`src/rtl/mseq_code_gen.sv`:
```
`default_nettype none
// ============================================================================
// Module      : mseq_code_gen
// Description : PN127 m-sequence serial code generator for the 2FSK modulator.
//               A 7-bit Fibonacci LFSR (x^7+x^6+1) is stepped once every
//               CLK_DIV clock cycles. The module also drives bit and frame
//               strobes and the index of the current bit.
//               Optional macro MSEQ_DIFF_EN selects NRZ-M differential
//               encoding of the serial output.
// Revision    : 1.0 - initial release
// ============================================================================
module mseq_code_gen #(
    parameter int unsigned CLK_DIV   = 500000,
    parameter logic [6:0]  LFSR_SEED = 7'h7F
) (
    input  logic       clk,
    input  logic       rst,
    input  logic       en,
    output logic       m_ser_code_out,
    output logic       bit_strobe,
    output logic       frame_sync,
    output logic [6:0] bit_cnt
);

    // An all-zero seed would lock the LFSR, so it is replaced by 7'h01.
    localparam logic [6:0]  c_seed     = (LFSR_SEED == 7'h00) ? 7'h01 : LFSR_SEED;
    localparam logic [19:0] c_div_last = 20'(CLK_DIV - 1);
    localparam logic [6:0]  c_last_bit = 7'd126;

    typedef enum logic [0:0] {
        IDLE = 1'b0,
        RUN  = 1'b1
    } state_t;

    state_t      state_q, state_d;
    logic [6:0]  lfsr_q, lfsr_d;
    logic [19:0] div_cnt_q, div_cnt_d;
    logic        ser_q, ser_d;
    logic        strobe_q, strobe_d;
    logic        frame_q, frame_d;
    logic [6:0]  cnt_q, cnt_d;

    logic        w_tick;
    logic        w_next_bit;

    // One LFSR step. The zero state cannot occur in normal operation, so
    // leaving it through 7'h01 only matters after an upset.
    function automatic logic [6:0] lfsr_step(input logic [6:0] v);
        if (v == 7'h00) begin
            return 7'h01;
        end
        return {v[5:0], v[6] ^ v[5]};
    endfunction

    // Choose the value of the next output bit: raw LFSR bit or NRZ-M encoded.
    always_comb begin
        w_tick = (div_cnt_q == c_div_last);
`ifdef MSEQ_DIFF_EN
        w_next_bit = ser_q ^ lfsr_q[6];
`else
        w_next_bit = lfsr_q[6];
`endif
    end

    // Next-state and output logic for the IDLE/RUN controller.
    always_comb begin
        state_d   = state_q;
        lfsr_d    = lfsr_q;
        div_cnt_d = div_cnt_q;
        ser_d     = ser_q;
        strobe_d  = 1'b0;
        frame_d   = 1'b0;
        cnt_d     = cnt_q;

        case (state_q)
            IDLE: begin
                lfsr_d    = c_seed;
                div_cnt_d = 20'd0;
                ser_d     = 1'b0;
                cnt_d     = 7'd0;
                if (en) begin
                    // Bit 0 is presented straight from the seed. The encoder
                    // history is zero here, so bit 0 equals the raw bit in
                    // both output modes.
                    state_d  = RUN;
                    ser_d    = c_seed[6];
                    strobe_d = 1'b1;
                    frame_d  = 1'b1;
                    lfsr_d   = lfsr_step(c_seed);
                end
            end
            RUN: begin
                if (!en) begin
                    // Stopping discards any tick that falls on the same edge.
                    state_d   = IDLE;
                    lfsr_d    = c_seed;
                    div_cnt_d = 20'd0;
                    ser_d     = 1'b0;
                    cnt_d     = 7'd0;
                end else if (w_tick) begin
                    div_cnt_d = 20'd0;
                    ser_d     = w_next_bit;
                    lfsr_d    = lfsr_step(lfsr_q);
                    strobe_d  = 1'b1;
                    cnt_d     = (cnt_q == c_last_bit) ? 7'd0 : cnt_q + 7'd1;
                    frame_d   = (cnt_q == c_last_bit);
                end else begin
                    div_cnt_d = div_cnt_q + 20'd1;
                end
            end
            default: begin
                state_d = IDLE;
            end
        endcase
    end

    // State and output registers; reset takes priority over en.
    always_ff @(posedge clk) begin
        if (rst) begin
            state_q   <= IDLE;
            lfsr_q    <= c_seed;
            div_cnt_q <= 20'd0;
            ser_q     <= 1'b0;
            strobe_q  <= 1'b0;
            frame_q   <= 1'b0;
            cnt_q     <= 7'd0;
        end else begin
            state_q   <= state_d;
            lfsr_q    <= lfsr_d;
            div_cnt_q <= div_cnt_d;
            ser_q     <= ser_d;
            strobe_q  <= strobe_d;
            frame_q   <= frame_d;
            cnt_q     <= cnt_d;
        end
    end

    assign m_ser_code_out = ser_q;
    assign bit_strobe     = strobe_q;
    assign frame_sync     = frame_q;
    assign bit_cnt        = cnt_q;

endmodule
`default_nettype wire

```
`config.mk`:
```
export PLATFORM = sky130hd
export DESIGN_NAME = mseq_code_gen
export DESIGN_NICKNAME = d
export VERILOG_FILES = /design/src/rtl/mseq_code_gen.sv
export SDC_FILE = /design/constraint.sdc
export NUM_CORES = 1
export LEC_CHECK = 0
export CAP_MARGIN = 5
export CORE_MARGIN = 3
export CORE_UTILIZATION = 40
export DETAILED_ROUTE_END_ITERATION = 7
export PLACE_DENSITY = 0.59
export SKIP_CTS_REPAIR_TIMING = 1
export SLEW_MARGIN = 25
export SYNTH_ARGS = -nofsm -noshare
export SYNTH_HDL_FRONTEND = slang
export SYNTH_SLANG_ARGS = --single-unit
```
`constraint.sdc`:
```
create_clock -name clk -period 4.7 [get_ports clk]
set_input_delay 0.705 -clock clk [delete_from_list [all_inputs] [get_ports clk]]
set_output_delay 0.705 -clock clk [all_outputs]
set_load 0.02 [all_outputs]
```
==> out/results.env, run 1 <==
GRTUSAGETOTAL_PCT=16.3
NETLIST_AREA_MM2=0.00172
TIMING.REG2REG.WORST_PATH_DEPTH=6
POWER_INTERNAL_mW=0.448
WORST_HOLD_CHECK_PATH_TYPE='reg2reg'
REPORT.FINAL.SETUP_VIOL=0
ROUTED_VIA_DENSITY=5.76
AREA_GROWTH_SYN_TO_LAYOUT_PCT=14.0
YOSYS_WARNINGS=0
DETAIL_ROUTE.FIRST_PASS.ITERATIONS=4
GRT_PASS1_VIAS=1414
DETAIL_ROUTE.WL_PER_CELL_UM=14.5
MIN_DELAY_PATH_DEPTH=1
SWITCHING_SHARE_PCT=21.8
DRT_ITER0_DRC=101
SYNTH-ASYNC-RESET-RATIO_PCT=0
CLKSLEWWORSTSETUPHOLDPATHS_NS=0.07
CLOCK_SKEW_NS=0.00549
GLOBALROUTEOVERFLOWTOTAL=0
GPL.FINAL_WEIGHTED_CONGESTION=0.824
CTS_TREE='yes'
NETLIST_TOP_CELLS_COUNT='sky130_fd_sc_hd__dfxtp_1 (38), sky130_fd_sc_hd__nand3_1 (22), sky130_fd_sc_hd__nor2_1 (20)'
SYNTHESIS.AREA_PER_INSTANCE_UM2=8.58
POWER.DENSITY_mW_PER_MM2=292
FINAL_LAYOUT_SIZE_SUFFIX_GT1_SHARE_PCT=5.14
CTS-ROOT-BUF='sky130_fd_sc_hd__clkbuf_8'
CORE_MM2=0.00409
SYNTH.YOSYS.SEQ_AREA_SHARE_PCT=44.1
LAYOUT_MIN_CYCLE_TIME_NS=2.32
YOSYS_REGISTER_BITS=38
CRIT_TYPE='in2reg'
REPORT.FINAL.SLEW_VIOL_COUNT=0
CTS_HTREE_LEVELS=2
SYNTH-EDFF-COUNT=0
SYNTH.TOP_CELLS.BY_AREA='sky130_fd_sc_hd__dfxtp_1 (44%), sky130_fd_sc_hd__nand3_1 (6.4%), sky130_fd_sc_hd__nor2_1 (4.4%), sky130_fd_sc_hd__o21ai_0 (4.1%), sky130_fd_sc_hd__xnor2_1 (4.1%)'
CLK_LATENCY_NS=0.29
ENDPOINT_KIND='register'
FIN_TNS_SETUP_NS=0
NUMBER_OF_PRIMARY_I_O_PINS=13
GRT_MAX_DEGREE=20
POWER.SHARE.CLOCK_PCT=40.6
LEAKAGE_nW=0.584
CP_DATA_ARRIVAL_TIME_NS=2.53
NUMCTSBUFFERS=5
CRITICAL_PATH_REQUIRED_NS=4.92
WORSTPATHMAXFANOUT=19
POST-ROUTE-UTIL_PCT=48.1
NUMBER_OF_ANTENNA_VIOLATIONS_AT_THE_FIRST_CHECK_IN_GLOBAL_ROUTING=0
YOSYS_MOST_USED_DFF='sky130_fd_sc_hd__dfxtp_1'
NETLIST.TOP_CELL.BY_AREA='sky130_fd_sc_hd__dfxtp_1'
ANTENNA_CELLS=0
SYNTH_LARGEST_TYPE_AREA_FRACTION_PCT=44.1
DIE_Y_UM=71.7
CHIPWIDTH_UM=71.7
OUTCOME='finished, final reports clean'
TRANSITION_TIME_AT_THE_PIN_WITH_THE_LEAST_SLEW_MARGIN_NS=0.833
POWER.SWITCHING_mW=0.125
DIE_AREA_MM2=0.00513
FINAL_DESIGN_AREA_NO_FILL_MM2=0.00197
SHARE_COMB_OF_TOTAL_POWER_PCT=2.4
CAP_VIOLATIONS=0
FINAL_NETS=219
SYNTH.NET_COUNT=207
MAX_FREQ_MHz=432
STD_CELL_ROWS=23
DRT-TOTAL-WL_MM=3.83
WIRE_LENGTH_OF_THE_FIRST_GLOBAL_ROUTING_PASS_MM=6.65
STARTING_DENSITY_PCT=42.2
SEQ_POWER_SHARE_PCT=57.0
SYNTH.MOST_COMMON_CELL='sky130_fd_sc_hd__dfxtp_1'
CLOCK_PATH_BUFFERS=2
DETAIL_ROUTE.DRC_VIOLATIONS=0
SYNTHDISTINCTLIBCELLS=37
VDD_IR_DROP_MAX_mV=0.186
POSTPLACECELLAREA_MM2=0.00187
GRT_SETUP_UNREPAIRED='false'
VIAS=1520
CTS_SINKS=38
WORST_SETUP_PATH_START_KIND='input pin'
HPWLAFTERDP_MM=2.71
ANTENNA_VIOLATING_NETS_POST_ROUTE=0
POST-ROUTE-PERIOD-UTIL_PCT=49.3
SLEW-LIMIT-HEADROOM_PCT=44.1
REPORT.FINAL.HOLD_VIOL_COUNT=0
PORT-BUFFER-COUNT=12
SYN-INSTANCE-COUNT=201
power groups by stage:
stage	combinational [mW]	clock, mW	sequential (mW)
final	0.0136	0.233	0.326
after floorplan	0.00573	0	0.335
after CTS	0.0138	0.242	0.326
after global routing	0.0148	0.257	0.327
after global placement	0.0137	0	0.334
after detailed placement	0.0137	0	0.334
cells by family (layout without fill, tap and decap cells):
logic type	Yosys count	after routing	synth area share, %
fa+ha+maj	3	3	2.18
flops	38	38	44.1
compound gates	41	41	14.7
buf+inv	15	28	4.06
simple gates	92	92	28.9
xor+xnor	12	12	6.10
layout make-up:
cell class / count / area, um^2
tap: 50 / 62.6
clock buffer: 6 / 82.6
inverter: 7 / 26.3
timing repair buffer: 13 / 128
sequential: 38 / 761
clock inverter: 2 / 12.5
fill: 388 / 2120
multi-input combinational: 148 / 893
metal layers:
layer  GRT usage (%)  part of all wire (%)
met3            4.91                   4.4
met1            21.5                    47
met5               0                     0
met2            24.7                    47
met4            6.68                   1.5
critical path: stages:
cell	delay, ns
sky130_fd_sc_hd__clkdlybuf4s50_1	0.48
sky130_fd_sc_hd__nand2b_1	0.14
sky130_fd_sc_hd__nor2_1	0.61
sky130_fd_sc_hd__o21ai_1	0.19
sky130_fd_sc_hd__buf_4	0.26
sky130_fd_sc_hd__a21oi_1	0.15
stage by stage:
stage | hold slack [ns] | power (mW) | std cells | setup WS, ns
after floorplan | 0.430 | 0.341 | 201 | 2.82
after global placement | 0.458 | 0.348 | 256 | 2.21
after detailed placement | 0.467 | 0.348 | 256 | 2.08
after CTS | 0.482 | 0.582 | 264 | 2.38
after global routing | 0.516 | 0.599 | 264 | 2.18
final | 0.477 | 0.573 | 264 | 2.38
flip-flops by register name, summed over array words and instances, names as in the netlist:
signal	count
div_cnt_q	20
bit_strobe	1
bit_cnt	7
m_ser_code_out	1
frame_sync	1
state_q	1
lfsr_q	7
final timing paths:
kind / start / endpoint / slack, ns
max: en / div_cnt_q[19]$_SDFF_PP0_ / 2.38
min: div_cnt_q[0]$_SDFF_PP0_ / div_cnt_q[0]$_SDFF_PP0_ / 0.48
max reg2reg: div_cnt_q[0]$_SDFF_PP0_ / div_cnt_q[19]$_SDFF_PP0_ / 2.42
min reg2reg: div_cnt_q[0]$_SDFF_PP0_ / div_cnt_q[0]$_SDFF_PP0_ / 0.48
placed cells by master (no fill, tap or decap), types with 7 or more instances in the layout:
master,n
sky130_fd_sc_hd__nand2_1,10
sky130_fd_sc_hd__dfxtp_1,38
sky130_fd_sc_hd__nand3_1,22
sky130_fd_sc_hd__nor3_1,7
sky130_fd_sc_hd__nor2_1,20
sky130_fd_sc_hd__inv_1,7
sky130_fd_sc_hd__clkdlybuf4s50_1,12
sky130_fd_sc_hd__o21ai_0,14
sky130_fd_sc_hd__a21oi_1,10
sky130_fd_sc_hd__xnor2_1,8
(Power assumes the default switching activity.)
==> run 2, diff against run 1 <==
- clock period: 4.7 -> 2.2 ns (I/O delays scaled with it)
==> out/results.env, run 2 (synthesis gave the netlist of run 1 again) <==
VDD_IR_DROP_MAX_mV=0.420  # was 0.186 mV
POWER.DENSITY_mW_PER_MM2=634  # was 292 mW/mm^2
GLOBALROUTEOVERFLOWTOTAL=0  # unchanged
DETAIL_ROUTE.WL_PER_CELL_UM=14.3  # was 14.5 um
CLKSLEWWORSTSETUPHOLDPATHS_NS=0.07  # about the same
DIE_AREA_MM2=0.00513  # unchanged
FINAL_LAYOUT_SIZE_SUFFIX_GT1_SHARE_PCT=10.2  # was 5.14%
GRT_PASS1_VIAS=1530  # was 1414
FF2FF_SETUP_SLACK_NS=0.16  # was 2.42 ns
LEAKAGE_nW=0.649  # was 0.584 nW
GRT_SETUP_UNREPAIRED='false'  # unchanged
DETAIL_ROUTE.FIRST_PASS.ITERATIONS=4  # unchanged
AREA_GROWTH_SYN_TO_LAYOUT_PCT=20.4  # was 14.0%
RR_STARTPOINT='div_cnt_q[1]$_SDFF_PP0_'  # was div_cnt_q[0]$_SDFF_PP0_
NUMBER_OF_ANTENNA_VIOLATIONS_AT_THE_FIRST_CHECK_IN_GLOBAL_ROUTING=0  # unchanged
FIN_TNS_SETUP_NS=0  # unchanged
MOSTFREQUENTLAYOUTCELL='sky130_fd_sc_hd__dfxtp_1'  # unchanged
CLK_LATENCY_NS=0.29  # about the same
DRT_ITER0_DRC=124  # was 101
CTS-ROOT-BUF='sky130_fd_sc_hd__clkbuf_8'  # unchanged
CTS_TREE='yes'  # unchanged
MAX_FREQ_MHz=491
SLOWEST_DELAY_NS=0.65  # was 0.61 ns
TIMING.FINAL.WS_SETUP_NS=0.162  # was 2.38 ns
CTS_SINKS=38  # unchanged
WORST_HOLD_PATH.ENDPOINT='div_cnt_q[19]$_SDFF_PP0_'  # was div_cnt_q[0]$_SDFF_PP0_
MAX_FLOP_REGISTER='div_cnt_q'  # unchanged
LARGEST_REGISTER_FFS=20  # unchanged
GPL.FINAL_WEIGHTED_CONGESTION=0.819  # was 0.824
TIMING.CRITICAL_PATH.CELLS='ha_1 -> nand4_1 -> or4_1 -> or3_1 -> a21oi_1'  # was clkdlybuf4s50_1 -> nand2b_1 -> nor2_1 -> o21ai_1 -> buf_4 -> a21oi_1
CRIT_BUF_INV=0  # was 2
WORSTREG2REGEND='div_cnt_q[16]$_SDFF_PP0_'  # was div_cnt_q[19]$_SDFF_PP0_
GRTUSAGETOTAL_PCT=17.1  # was 16.3%
ANTENNA_VIOLATING_NETS_POST_ROUTE=0  # unchanged
CRIT_TYPE='reg2reg'  # was in2reg
REPORT.FINAL.SLEW_VIOL_COUNT=0  # unchanged
TRANSITION_TIME_AT_THE_PIN_WITH_THE_LEAST_SLEW_MARGIN_NS=0.484  # was 0.833 ns
CRITICAL_PATH_REQUIRED_NS=2.42  # was 4.92 ns
CHIPWIDTH_UM=71.7  # unchanged
LAYOUT_MIN_CYCLE_TIME_NS=2.04
WORST_HOLD_CHECK_PATH_TYPE='reg2reg'  # unchanged
ANTENNA_CELLS=0  # unchanged
DETAIL_ROUTE.DRC_VIOLATIONS=0  # unchanged
LAYOUT_COMMON_CELLS='sky130_fd_sc_hd__dfxtp_1 (38), sky130_fd_sc_hd__nand3_1 (22), sky130_fd_sc_hd__nor2_1 (20)'  # unchanged
FINAL_NETS=231  # was 219
NUMCTSBUFFERS=5  # unchanged
NUMBER_OF_PRIMARY_I_O_PINS=13  # unchanged
REPORT.FINAL.HOLD_VIOL_COUNT=0  # unchanged
HOLD_PATH_STARTPOINT='div_cnt_q[19]$_SDFF_PP0_'  # was div_cnt_q[0]$_SDFF_PP0_
POST-ROUTE-PERIOD-UTIL_PCT=92.6
DRT-TOTAL-WL_MM=3.93  # was 3.83 mm
CTS_HTREE_LEVELS=2  # unchanged
PRE_CTS_WS_NS=0.181  # was 2.08 ns
STD_CELL_ROWS=23  # unchanged
CLOCK_SKEW_NS=0.00686  # was 0.00549 ns
CORE_MM2=0.00409  # unchanged
SLEW-LIMIT-HEADROOM_PCT=67.6  # was 44.1%
ROUTED_VIA_DENSITY=5.63  # was 5.76
CP_DATA_ARRIVAL_TIME_NS=2.26  # was 2.53 ns
REPORT.FINAL.SETUP_VIOL=0  # unchanged
CRITICAL_PATH.SLOWEST_CELL='sky130_fd_sc_hd__or4_1'  # was sky130_fd_sc_hd__nor2_1
CLOCK_PATH_BUFFERS=2  # unchanged
ENDPOINT_KIND='register'  # unchanged
TIMING.REG2REG.WORST_PATH_DEPTH=5  # was 6
VIAS=1554  # was 1520
GRT_MAX_DEGREE=15  # was 20
STARTING_DENSITY_PCT=42.2  # unchanged
DIE_Y_UM=71.7  # unchanged
WORSTPATHMAXFANOUT=6  # was 19
CAP_VIOLATIONS=0  # unchanged
HPWLAFTERDP_MM=2.88  # was 2.71 mm
DOMINANT_DELAY_CONTRIBUTOR_BY_CELL_FAMILY_ON_THE_CRITICAL_PATH='simple AND/OR/NAND/NOR gates'  # unchanged
MIN_DELAY_PATH_DEPTH=2  # was 1
OUTCOME='finished, final reports clean'  # unchanged
PORT-BUFFER-COUNT=12  # unchanged
WORST_SETUP_PATH_START_KIND='register'  # was input pin
WIRE_LENGTH_OF_THE_FIRST_GLOBAL_ROUTING_PASS_MM=7.00  # was 6.65 mm
-- run 2: cell count changes in the layout (fill, tap and decap cells not counted), sizes merged --
| cell | delta |
|---|---|
| buf | +12 |
| bufinv | +1 |
| clkinv | -1 |
-- run 2: how the worst max path moves through the flow --
stage	startpoint	to	slack [ns]	cells after the start
global placement	div_cnt_q[5]$_SDFF_PP0_	frame_sync$_SDFF_PP0_	0.24	5
detailed placement	div_cnt_q[2]$_SDFF_PP0_	div_cnt_q[17]$_SDFF_PP0_	0.18	4
CTS	div_cnt_q[1]$_SDFF_PP0_	div_cnt_q[16]$_SDFF_PP0_	0.16	5
global route	div_cnt_q[1]$_SDFF_PP0_	div_cnt_q[18]$_SDFF_PP0_	0.03	5
floorplan	div_cnt_q[10]$_SDFF_PP0_	bit_cnt[3]$_SDFFE_PP0P_	0.32	5
finish	div_cnt_q[1]$_SDFF_PP0_	div_cnt_q[16]$_SDFF_PP0_	0.16	5
-- run 2: power by group --
part	total, mW	internal (mW)	switching, mW
sequential	0.697	0.693	0.00440
combinational	0.0322	0.0150	0.0171
clock	0.586	0.338	0.248
total	1.32	1.05	0.269
-- run 2: area by class of cell --
class | count | area (um^2)
Multi-Input combinational cell | 148 | 898
Timing Repair Buffer | 25 | 218
Tap cell | 50 | 62.6
Inverter | 7 | 26.3
Clock buffer | 6 | 72.6
Fill cell | 391 | 2010
Sequential cell | 38 | 761
Clock inverter | 2 | 37.5
-- run 2: worst min-delay path: stages (launching register included) --
cell and delay (ns):
sky130_fd_sc_hd__dfxtp_1 0.32, sky130_fd_sc_hd__o31ai_1 0.06, sky130_fd_sc_hd__a21oi_1 0.06
-- run 2: stage by stage --
step | cell area, um^2 | util, % | hold slack, ns | power [mW] | cells
2_1_floorplan | 1720 | - | 0.430 | 0.728 | 201
3_3_place_gp | 1960 | 48.0 | 0.460 | 0.745 | 268
3_5_place_dp | 1960 | 48.0 | 0.469 | 0.745 | 268
4_1_cts | 2070 | 50.7 | 0.483 | 1.33 | 276
5_1_grt | 2080 | 50.8 | 0.536 | 1.37 | 276
6_report | 2080 | 50.8 | 0.484 | 1.32 | 276
-- run 2: per-layer routing --
layer / wire length, um / part of all wire, % / vias to the layer above / GRT usage [%]
met3: 107 / 2.7 / 5 / 4.49
met2: 1900 / 48 / 22 / 26.9
met4: 55 / 1.4 / 0 / 7.52
li1: - / - / 790 / -
met1: 1880 / 48 / 737 / 21.9
met5: 0 / 0 / - / 0
==> run 3, diff against run 2 <==
- CELL_PAD_IN_SITES_DETAIL_PLACEMENT: not set -> 1
- CELL_PAD_IN_SITES_GLOBAL_PLACEMENT: not set -> 1
- PLACE_DENSITY: 0.59 -> 0.74
==> out/results.env, run 3 (synthesis gave the netlist of run 1 again) <==
NFILLCELLS=499  # was 391
ROUTED_VIA_DENSITY=5.87  # was 5.63
MAX_FREQ_MHz=486  # was 491 MHz
OUTCOME='finished, final reports clean'  # unchanged
POST-ROUTE-PERIOD-UTIL_PCT=93.5  # was 92.6%
CTS_SINKS=38  # unchanged
LAYOUT_MIN_CYCLE_TIME_NS=2.06  # was 2.04 ns
SEQ_POWER_SHARE_PCT=58.3  # was 53.0%
POWER.SHARE.CLOCK_PCT=39.1  # was 44.5%
CRITICAL_PATH_REQUIRED_NS=2.41  # was 2.42 ns
DETAIL_ROUTE.FIRST_PASS.ITERATIONS=4  # unchanged
DIE_Y_UM=71.7  # unchanged
ANTENNA_CELLS=0  # unchanged
POWER.SWITCHING_mW=0.248  # was 0.269 mW
WORSTPATHMAXFANOUT=7  # was 6
FINAL_DESIGN_AREA_NO_FILL_MM2=0.00203  # was 0.00208 mm^2
WORST_HOLD_CHECK_PATH_TYPE='reg2reg'  # unchanged
HPWLAFTERDP_MM=3.17  # was 2.88 mm
VDD_IR_DROP_MAX_mV=0.478  # was 0.420 mV
WORST_SETUP_PATH_START_KIND='register'  # unchanged
NUMBER_OF_PRIMARY_I_O_PINS=13  # unchanged
DETAIL_ROUTE.DRC_VIOLATIONS=0  # unchanged
CLKSLEWWORSTSETUPHOLDPATHS_NS=0.07  # about the same
POWER.DENSITY_mW_PER_MM2=589  # was 634 mW/mm^2
RR_STARTPOINT='div_cnt_q[0]$_SDFF_PP0_'  # was div_cnt_q[1]$_SDFF_PP0_
GRTUSAGETOTAL_PCT=18.2  # was 17.1%
POSTPLACECELLAREA_MM2=0.00193  # was 0.00196 mm^2
REPORT.FINAL.HOLD_VIOL_COUNT=0  # unchanged
SLEW-LIMIT-HEADROOM_PCT=67.3  # was 67.6%
WIRE_LENGTH_OF_THE_FIRST_GLOBAL_ROUTING_PASS_MM=7.58  # was 7.00 mm
STD_CELL_ROWS=23  # unchanged
NUMBER_OF_ANTENNA_VIOLATIONS_AT_THE_FIRST_CHECK_IN_GLOBAL_ROUTING=0  # unchanged
DRT_ITER0_DRC=57  # was 124
WORST_HOLD_PATH.ENDPOINT='div_cnt_q[0]$_SDFF_PP0_'  # was div_cnt_q[19]$_SDFF_PP0_
SHARE_COMB_OF_TOTAL_POWER_PCT=2.6  # was 2.4%
GRT_MAX_DEGREE=21  # was 15
CAP_VIOLATIONS=0  # unchanged
CHIPWIDTH_UM=71.7  # unchanged
GLOBALROUTEOVERFLOWTOTAL=0  # unchanged
CTS_TREE='yes'  # unchanged
AREA_GROWTH_SYN_TO_LAYOUT_PCT=17.9  # was 20.4%
LEAKAGE_nW=0.630  # was 0.649 nW
FF2FF_SETUP_SLACK_NS=0.14  # was 0.16 ns
HOLD_PATH_STARTPOINT='div_cnt_q[0]$_SDFF_PP0_'  # was div_cnt_q[19]$_SDFF_PP0_
SWITCHING_SHARE_PCT=20.8  # was 20.5%
VIAS=1596  # was 1554
FIN_TNS_SETUP_NS=0  # unchanged
DRT-TOTAL-WL_MM=4.43  # was 3.93 mm
FINAL-SEQ-AREA_UM2=761  # unchanged
TRANSITION_TIME_AT_THE_PIN_WITH_THE_LEAST_SLEW_MARGIN_NS=0.489  # was 0.484 ns
DIE_AREA_MM2=0.00513  # unchanged
CTS_HTREE_LEVELS=2  # unchanged
LAYOUT_COMMON_CELLS='sky130_fd_sc_hd__dfxtp_1 (38), sky130_fd_sc_hd__nand3_1 (22), sky130_fd_sc_hd__nor2_1 (20)'  # unchanged
LARGEST_REGISTER_FFS=20  # unchanged
POWER_INTERNAL_mW=0.949  # was 1.05 mW
WORSTREG2REGEND='div_cnt_q[18]$_SDFF_PP0_'  # was div_cnt_q[16]$_SDFF_PP0_
STARTING_DENSITY_PCT=42.2  # unchanged
CLOCK_SKEW_NS=0.00944  # was 0.00686 ns
DETAIL_ROUTE.WL_PER_CELL_UM=16.3  # was 14.3 um
GRT_PASS1_VIAS=1614  # was 1530
MIN_DELAY_PATH_DEPTH=1  # was 2
MAX_FLOP_REGISTER='div_cnt_q'  # unchanged
REPORT.FINAL.SETUP_VIOL=0  # unchanged
POST-LAYOUT-TOTAL-POWER_mW=1.20  # was 1.32 mW
CLOCK_PATH_BUFFERS=2  # unchanged
CLK_LATENCY_NS=0.28  # was 0.29 ns
GPL.FINAL_WEIGHTED_CONGESTION=0.828  # was 0.819
FINAL_NETS=229  # was 231
REPORT.FINAL.SLEW_VIOL_COUNT=0  # unchanged
MOSTFREQUENTLAYOUTCELL='sky130_fd_sc_hd__dfxtp_1'  # unchanged
CP_DATA_ARRIVAL_TIME_NS=2.26  # about the same
ENDPOINT_KIND='register'  # unchanged
FIN_CELLS=272  # was 276
CTS-ROOT-BUF='sky130_fd_sc_hd__clkbuf_8'  # unchanged
NUMCTSBUFFERS=5  # unchanged
PLACED_CELLS=264  # was 268
MULTI_INPUT_AREA_UM2=898  # unchanged
CORE_MM2=0.00409  # unchanged
POST-ROUTE-UTIL_PCT=49.8  # was 50.8%
ANTENNA_VIOLATING_NETS_POST_ROUTE=0  # unchanged
FINAL_LAYOUT_SIZE_SUFFIX_GT1_SHARE_PCT=9.01  # was 10.2%
TIMING.REG2REG.WORST_PATH_DEPTH=5  # unchanged
PORT-BUFFER-COUNT=12  # unchanged
CRIT_TYPE='reg2reg'  # unchanged
==> run 3: cell count changes in the layout (fill, tap and decap cells not counted), sizes merged <==
cell      previous run  this run
clkinvlp             1         0
buf                 13        11
bufinv               1         0
==> run 3: worst max-delay path by stage <==
stage,to,start
global placement,bit_cnt[4]$_SDFFE_PP0P_,div_cnt_q[10]$_SDFF_PP0_
finish,div_cnt_q[18]$_SDFF_PP0_,div_cnt_q[0]$_SDFF_PP0_
floorplan,bit_cnt[3]$_SDFFE_PP0P_,div_cnt_q[10]$_SDFF_PP0_
CTS,lfsr_q[2]$_SDFFE_PP1P_,div_cnt_q[0]$_SDFF_PP0_
detailed placement,m_ser_code_out$_SDFFE_PP0P_,div_cnt_q[0]$_SDFF_PP0_
global route,div_cnt_q[18]$_SDFF_PP0_,div_cnt_q[0]$_SDFF_PP0_
==> run 3: power groups by stage <==
| stage | Clock (mW) | Sequential, mW | Combinational, mW |
|---|---|---|---|
| CTS | 0.484 | 0.697 | 0.0312 |
| global placement | 0 | 0.713 | 0.0305 |
| global route | 0.511 | 0.698 | 0.0342 |
| detailed placement | 0 | 0.713 | 0.0309 |
| floorplan | 0 | 0.716 | 0.0122 |
| finish | 0.469 | 0.698 | 0.0310 |
==> run 3: layout make-up <==
cell class,instances,area share (%)
timing repair buffer,23,9.97
clock buffer,6,4.06
inverter,7,1.29
sequential,38,37.4
multi-input combinational,148,44.2
tap,50,3.08
==> run 3: worst max-delay path, cell delays in order (launching register included) <==
cell and delay [ns]:
sky130_fd_sc_hd__dfxtp_1 0.39, sky130_fd_sc_hd__ha_1 0.19, sky130_fd_sc_hd__nand4_1 0.25, sky130_fd_sc_hd__or4_1 0.65, sky130_fd_sc_hd__or3_1 0.33, sky130_fd_sc_hd__a21oi_1 0.17
==> run 3: metal layers <==
layer	GRT usage (%)	up-vias	wire length, um
li1	-	783	-
met1	24.2	780	2150
met2	29.9	26	2100
met3	3.37	7	118
met4	5.43	0	61
met5	0	-	0
==> run 3: metrics by stage <==
stage	hold WS (ns)	setup WS, ns
after CTS	0.500	0.0953
after floorplan	0.430	0.322
final	0.497	0.143
after global placement	0.444	0.240
after global routing	0.522	-0.0236
after detailed placement	0.476	0.177
